===== src/rtl/cpu_sequencer.sv =====
`default_nettype none
// ============================================================================
// Module   : cpu_sequencer
// Purpose  : Loads a program into instruction memory from a valid/ready
//            stream, then resets and runs an attached CPU until it writes its
//            completion value to data address 0.
// Options  : CYCLE_TIMEOUT_EN - when defined, a run is aborted with timeout=1
//            once the cycle counter reaches MAX_CYCLES-1 without completion.
// Revision : 1.0 - initial release
// ============================================================================
module cpu_sequencer #(
  parameter int IMEM_DEPTH = 64,
  parameter int AW         = 6,
  parameter int MAX_CYCLES = 1000
) (
  input  logic          clk,
  input  logic          reset,
  input  logic          ld_valid,
  output logic          ld_ready,
  input  logic [31:0]   ld_data,
  input  logic          ld_last,
  input  logic          start,
  output logic          cpu_reset,
  output logic          imem_we,
  output logic [AW-1:0] imem_addr,
  output logic [31:0]   imem_wdata,
  input  logic          memwrite,
  input  logic [31:0]   dataadr,
  input  logic [31:0]   writedata,
  output logic          busy,
  output logic          done,
  output logic [31:0]   result,
  output logic          timeout,
  output logic          overflow
);

  typedef enum logic [2:0] {
    S_IDLE  = 3'd0,
    S_LOAD  = 3'd1,
    S_READY = 3'd2,
    S_RST   = 3'd3,
    S_RUN   = 3'd4,
    S_DONE  = 3'd5
  } state_t;

  // Reject parameter sets where the address bus cannot cover the memory.
  generate
    if (MAX_CYCLES < 2 || (1 << AW) < IMEM_DEPTH) begin : g_param_err
      $error("cpu_sequencer: inconsistent parameters");
    end
  endgenerate

  state_t          r_state;
  state_t          w_next;
  logic            r_rst_cnt;
  logic [AW-1:0]   r_addr;
  logic            r_overflow;
  logic            r_done;
  logic [31:0]     r_result;

  logic            w_accept;
  logic            w_at_end;
  logic            w_complete;
  logic            w_expire;
  logic            w_load_entry;
  logic            w_run_entry;

  assign w_accept     = (r_state == S_LOAD) && ld_valid;
  assign w_at_end     = (r_addr == AW'(IMEM_DEPTH - 1));
  assign w_complete   = (r_state == S_RUN) && memwrite && (dataadr == 32'd0);
  assign w_load_entry = (w_next == S_LOAD) && (r_state != S_LOAD);
  // Second RST cycle: the CPU has seen reset for two full cycles.
  assign w_run_entry  = (r_state == S_RST) && r_rst_cnt;

  // Next-state decode; loader activity always outranks a run request.
  always_comb begin
    w_next = r_state;
    case (r_state)
      S_IDLE:  if (ld_valid) w_next = S_LOAD;
      S_LOAD:  if (w_accept && (ld_last || w_at_end)) w_next = S_READY;
      S_READY: if (start) w_next = S_RST;
      S_RST:   if (r_rst_cnt) w_next = S_RUN;
      S_RUN:   if (w_complete || w_expire) w_next = S_DONE;
      S_DONE: begin
        if (ld_valid)   w_next = S_LOAD;
        else if (start) w_next = S_RST;
      end
      default: w_next = S_IDLE;
    endcase
  end

  // State register and the two-cycle CPU reset counter.
  always_ff @(posedge clk or negedge reset) begin
    if (!reset) begin
      r_state   <= S_IDLE;
      r_rst_cnt <= 1'b0;
    end else begin
      r_state   <= w_next;
      r_rst_cnt <= (r_state == S_RST) && !r_rst_cnt;
    end
  end

  // Load address, overflow flag and run result; cleared when a new load or run begins.
  always_ff @(posedge clk or negedge reset) begin
    if (!reset) begin
      r_addr     <= '0;
      r_overflow <= 1'b0;
      r_done     <= 1'b0;
      r_result   <= '0;
    end else begin
      if (w_load_entry) begin
        r_addr     <= '0;
        r_overflow <= 1'b0;
        r_done     <= 1'b0;
        r_result   <= '0;
      end else if (w_accept) begin
        // The last memory word never wraps; without ld_last it flags overflow.
        if (w_at_end) begin
          if (!ld_last) r_overflow <= 1'b1;
        end else begin
          r_addr <= r_addr + AW'(1);
        end
      end
      if (w_run_entry) begin
        r_done   <= 1'b0;
        r_result <= '0;
      end else if (w_complete || w_expire) begin
        r_done <= 1'b1;
        if (w_complete) r_result <= writedata;
      end
    end
  end

`ifdef CYCLE_TIMEOUT_EN
  localparam int c_cw = (MAX_CYCLES > 2) ? $clog2(MAX_CYCLES) : 1;

  logic [c_cw-1:0] r_cycles;
  logic            r_timeout;

  assign w_expire = (r_state == S_RUN) && (r_cycles == c_cw'(MAX_CYCLES - 1));

  // Run-cycle counter; a completion in the expiry cycle suppresses the timeout.
  always_ff @(posedge clk or negedge reset) begin
    if (!reset) begin
      r_cycles  <= '0;
      r_timeout <= 1'b0;
    end else if (w_run_entry) begin
      r_cycles  <= '0;
      r_timeout <= 1'b0;
    end else if (w_load_entry) begin
      r_timeout <= 1'b0;
    end else if (r_state == S_RUN) begin
      r_cycles <= r_cycles + c_cw'(1);
      if (w_expire && !w_complete) r_timeout <= 1'b1;
    end
  end

  assign timeout = r_timeout;
`else
  assign w_expire = 1'b0;
  assign timeout  = 1'b0;
`endif

  assign ld_ready   = (r_state == S_LOAD);
  assign imem_we    = w_accept;
  assign imem_addr  = r_addr;
  assign imem_wdata = w_accept ? ld_data : 32'd0;
  assign cpu_reset  = (r_state != S_RUN);
  assign busy       = (r_state == S_LOAD) || (r_state == S_RST) || (r_state == S_RUN);
  assign done       = r_done;
  assign result     = r_result;
  assign overflow   = r_overflow;

endmodule
`default_nettype wire


===== config.mk =====
export PLATFORM = sky130hd
export DESIGN_NAME = cpu_sequencer
export DESIGN_NICKNAME = d
export VERILOG_FILES = /design/src/rtl/cpu_sequencer.sv
export SDC_FILE = /design/constraint.sdc
export NUM_CORES = 1
export LEC_CHECK = 0
export CORE_ASPECT_RATIO = 1.25
export CORE_UTILIZATION = 50
export CTS_BUF_LIST = sky130_fd_sc_hd__clkbuf_4 sky130_fd_sc_hd__clkbuf_8
export DETAILED_ROUTE_END_ITERATION = 16
export DONT_BUFFER_PORTS = 1
export HOLD_SLACK_MARGIN = 0.15
export MAX_ROUTING_LAYER = met4
export SLEW_MARGIN = 40
export SYNTH_ARGS = -nofsm -noshare
export SYNTH_HDL_FRONTEND = slang
export SYNTH_SLANG_ARGS = --single-unit

===== constraint.sdc =====
create_clock -name clk -period 3.7 [get_ports clk]
set_input_delay 0.74 -clock clk [delete_from_list [all_inputs] [get_ports clk]]
set_output_delay 0.74 -clock clk [all_outputs]
set_load 0.05 [all_outputs]

==> impl_metrics.toml <==
[clock_network]
cts.sinks = 44
cts_max_level = 2
clockRootBuffer = "clkbuf_8"
cts_inserted_buffers = 5
clk_latency_ps = 290
cts_setup_buffers = 0
clk_pin_slew_ps = 80
clk_path_buf_depth = 2
cts_tree = "built"

[drt]
via_per_inst = 6.22
wl_met3_um = 443
drc_errors = 0
drt_iter0_drc = 129
first_pass_iters = 4
met2_length_um = 3520
vias = 1780
drt-met1-wl_um = 2420
ant_nets = 0
top_layer_used = "met4"
route.final.wire_length_um = 6470
routedWlPerCell_um = 22.6

[sta]
grt_setup_unrepaired = "no"
fin_setup_tns_ps = 0
finalHoldViolCount = 0
fmax_ghz = 0.356
slew_violations = 0
post-route-period-util_pct = 75.8
finClkSkew_ps = 4.33
relSlewSlack_pct = 60.2
setup_viol = 0
period_needed_ps = 2810
tightest_slew_ps = 598

[final_layout]
layout.nets = 329
antennaDiodeCount = 0
layout-drive-gt1-share_pct = 21.7
syn2layout_area_growth_pct = 3.53

[floorplan]
start_util_pct = 52.8
io_pins = 179
die_area_um2 = 5400
rows = 28
core_area_um2 = 4830
die_w_um = 65.9
die_y_um = 81.9

[critical_path]
path_class = "flop to output port"
cp_data_required_time_ps = 2960
crit_path_end_kind = "output port"
cp_max_fo = 40
arrival_ps = 2070
regToRegSetupSlack_ps = 1040
start_kind = "flop"

[yosys]
synth_async_sr_flop_share_pct = 100
synth-edff-count = 0
yosysWarnings = 0
yosysSeqAreaShare_pct = 43.1
ys_seq_elements = 44
ys_types = 38
ys.flop_type = "dfrtp_1"
synth.avg_cell_area_um2 = 11.0
syn-cell-area_um2 = 2550
syn_nets = 336
syn_inst = 233

[power]
finalPower_w = 0.00152
cellPowerDensity_nw_per_um2 = 573
peakVddDrop_uv = 424
p_leak_nw = 1.44

[placed_design]
gp_congestion = 0.774
dp_hpwl_um = 4850
portBuffers = 0

[global_route]
antenna_found_initial = 0
grt_pass1_vias = 1691
grt_pass1_wl_um = 9340
grt_overflow_total = 0
grt_max_degree = 45
gr-usage-all-layers_pct = 24.0

[job]
cap_violations = 0

[worst_hold_path]
hold_path.class = "input pin to async pin"

[run_status]
status = "finished, final reports clean"
-- logic make-up after synthesis --
family,after synthesis,share of synthesized area [%]
AND/OR/NAND/NOR,114,26.6
flip-flops,44,43.1
multiplexers,33,18.6
buffers and inverters,20,5.24
AO/OA/AOI/OAI,14,3.72
XOR/XNOR,6,2.06
adder cells (fa/ha/maj),1,0.490
other,1,0.147
-- sequential cells by signal, summed over array words and instances, names as in the netlist --
name / count
r_rst_cnt: 1
overflow: 1
done: 1
result: 32
imem_addr: 6
r_state: 3
-- repair_timing --
action	in CTS	in global routing
setup endpoints to repair	0	0
gates resized for setup	0	0
hold endpoints to repair	44	0
hold buffers	1	0
-- power breakdown --
| group | total, W | leakage, nW | internal [W] | switching (W) |
|---|---|---|---|---|
| registers | 0.000617 | 0.608 | 0.000514 | 0.000103 |
| clock network | 0.000294 | 0.0445 | 0.000136 | 0.000158 |
| logic | 0.000605 | 0.791 | 0.000125 | 0.000479 |
| total | 0.00152 | 1.44 | 0.000776 | 0.000740 |
-- path summary, 6_finish.rpt --
check	from	endpoint	depth (start not counted)
max in group asynchronous	reset	imem_addr[4]	1
min in group clk	r_rst_cnt	r_rst_cnt	1
worst min-delay path	reset	result[15]	1
worst min register to register	r_rst_cnt	r_rst_cnt	1
worst max-delay path	r_state[1]	imem_wdata[16]	3
worst max register to register	r_state[0]	result[2]	4
-- synth_stat cells, types with 2 or more instances --
cell / number / area (µm²)
inv_1: 2 / 7.51
nor4_1: 6 / 37.5
nand2b_1: 4 / 25.0
and3_1: 34 / 213
o21ai_0: 5 / 25.0
nand2_1: 8 / 30.0
mux2_2: 4 / 45.0
dfrtp_1: 44 / 1100
xor2_1: 6 / 52.6
nor2_1: 12 / 45.0
buf_4: 2 / 15.0
or4_1: 2 / 15.0
mux2_4: 28 / 420
nand3_1: 5 / 25.0
buf_12: 2 / 40.0
clkbuf_1: 12 / 45.0
and2_1: 33 / 206
nand3b_1: 3 / 22.5
o2111ai_1: 2 / 17.5
-- through the flow --
step	util [%]	hold slack [ps]	setup slack, ps	area (µm²)	cells
CTS	54.6	285	881	2640	286
finish	54.7	282	895	2650	286
detailed placement	52.4	445	1070	2530	278
global placement	52.3	445	750	2530	278
global route	54.7	284	777	2650	286
floorplan	-	444	876	2550	233
-- critical path: stages (launching register included) --
cell and delay, ps:
dfrtp_1 380, buf_4 170, and4bb_2 670, and2_1 540
-- cell usage in the layout (no fill, tap or decap), types with 2 or more instances in the layout --
cell type   n
clkbuf_8    5
nand3_1     5
nand2_1     7
mux2_4     28
and3_1     34
and2_1     33
nand3b_1    3
o21ai_0     5
nand2b_1    4
mux2_2      4
inv_1       2
xor2_1      6
dfrtp_1    44
nor4_1      6
o2111ai_1   2
nor2_1     11
buf_4       3
-- cell type report --
type	instances	area, µm²
Clock buffer	6	76.3
Timing Repair Buffer	4	50.0
Tap cell	60	75.1
Inverter	2	7.51
Fill cell	431	2190
Clock inverter	1	5.00
Multi-Input combinational cell	169	1330
Sequential cell	44	1100
-- layer usage --
layer / track usage [%] / up-vias
li1: - / 793
met1: 26.9 / 879
met2: 41.6 / 101
met3: 5.00 / 7
met4: 8.94 / 0
met5: - / -
Note: power is estimated with default switching activity, not from simulation.
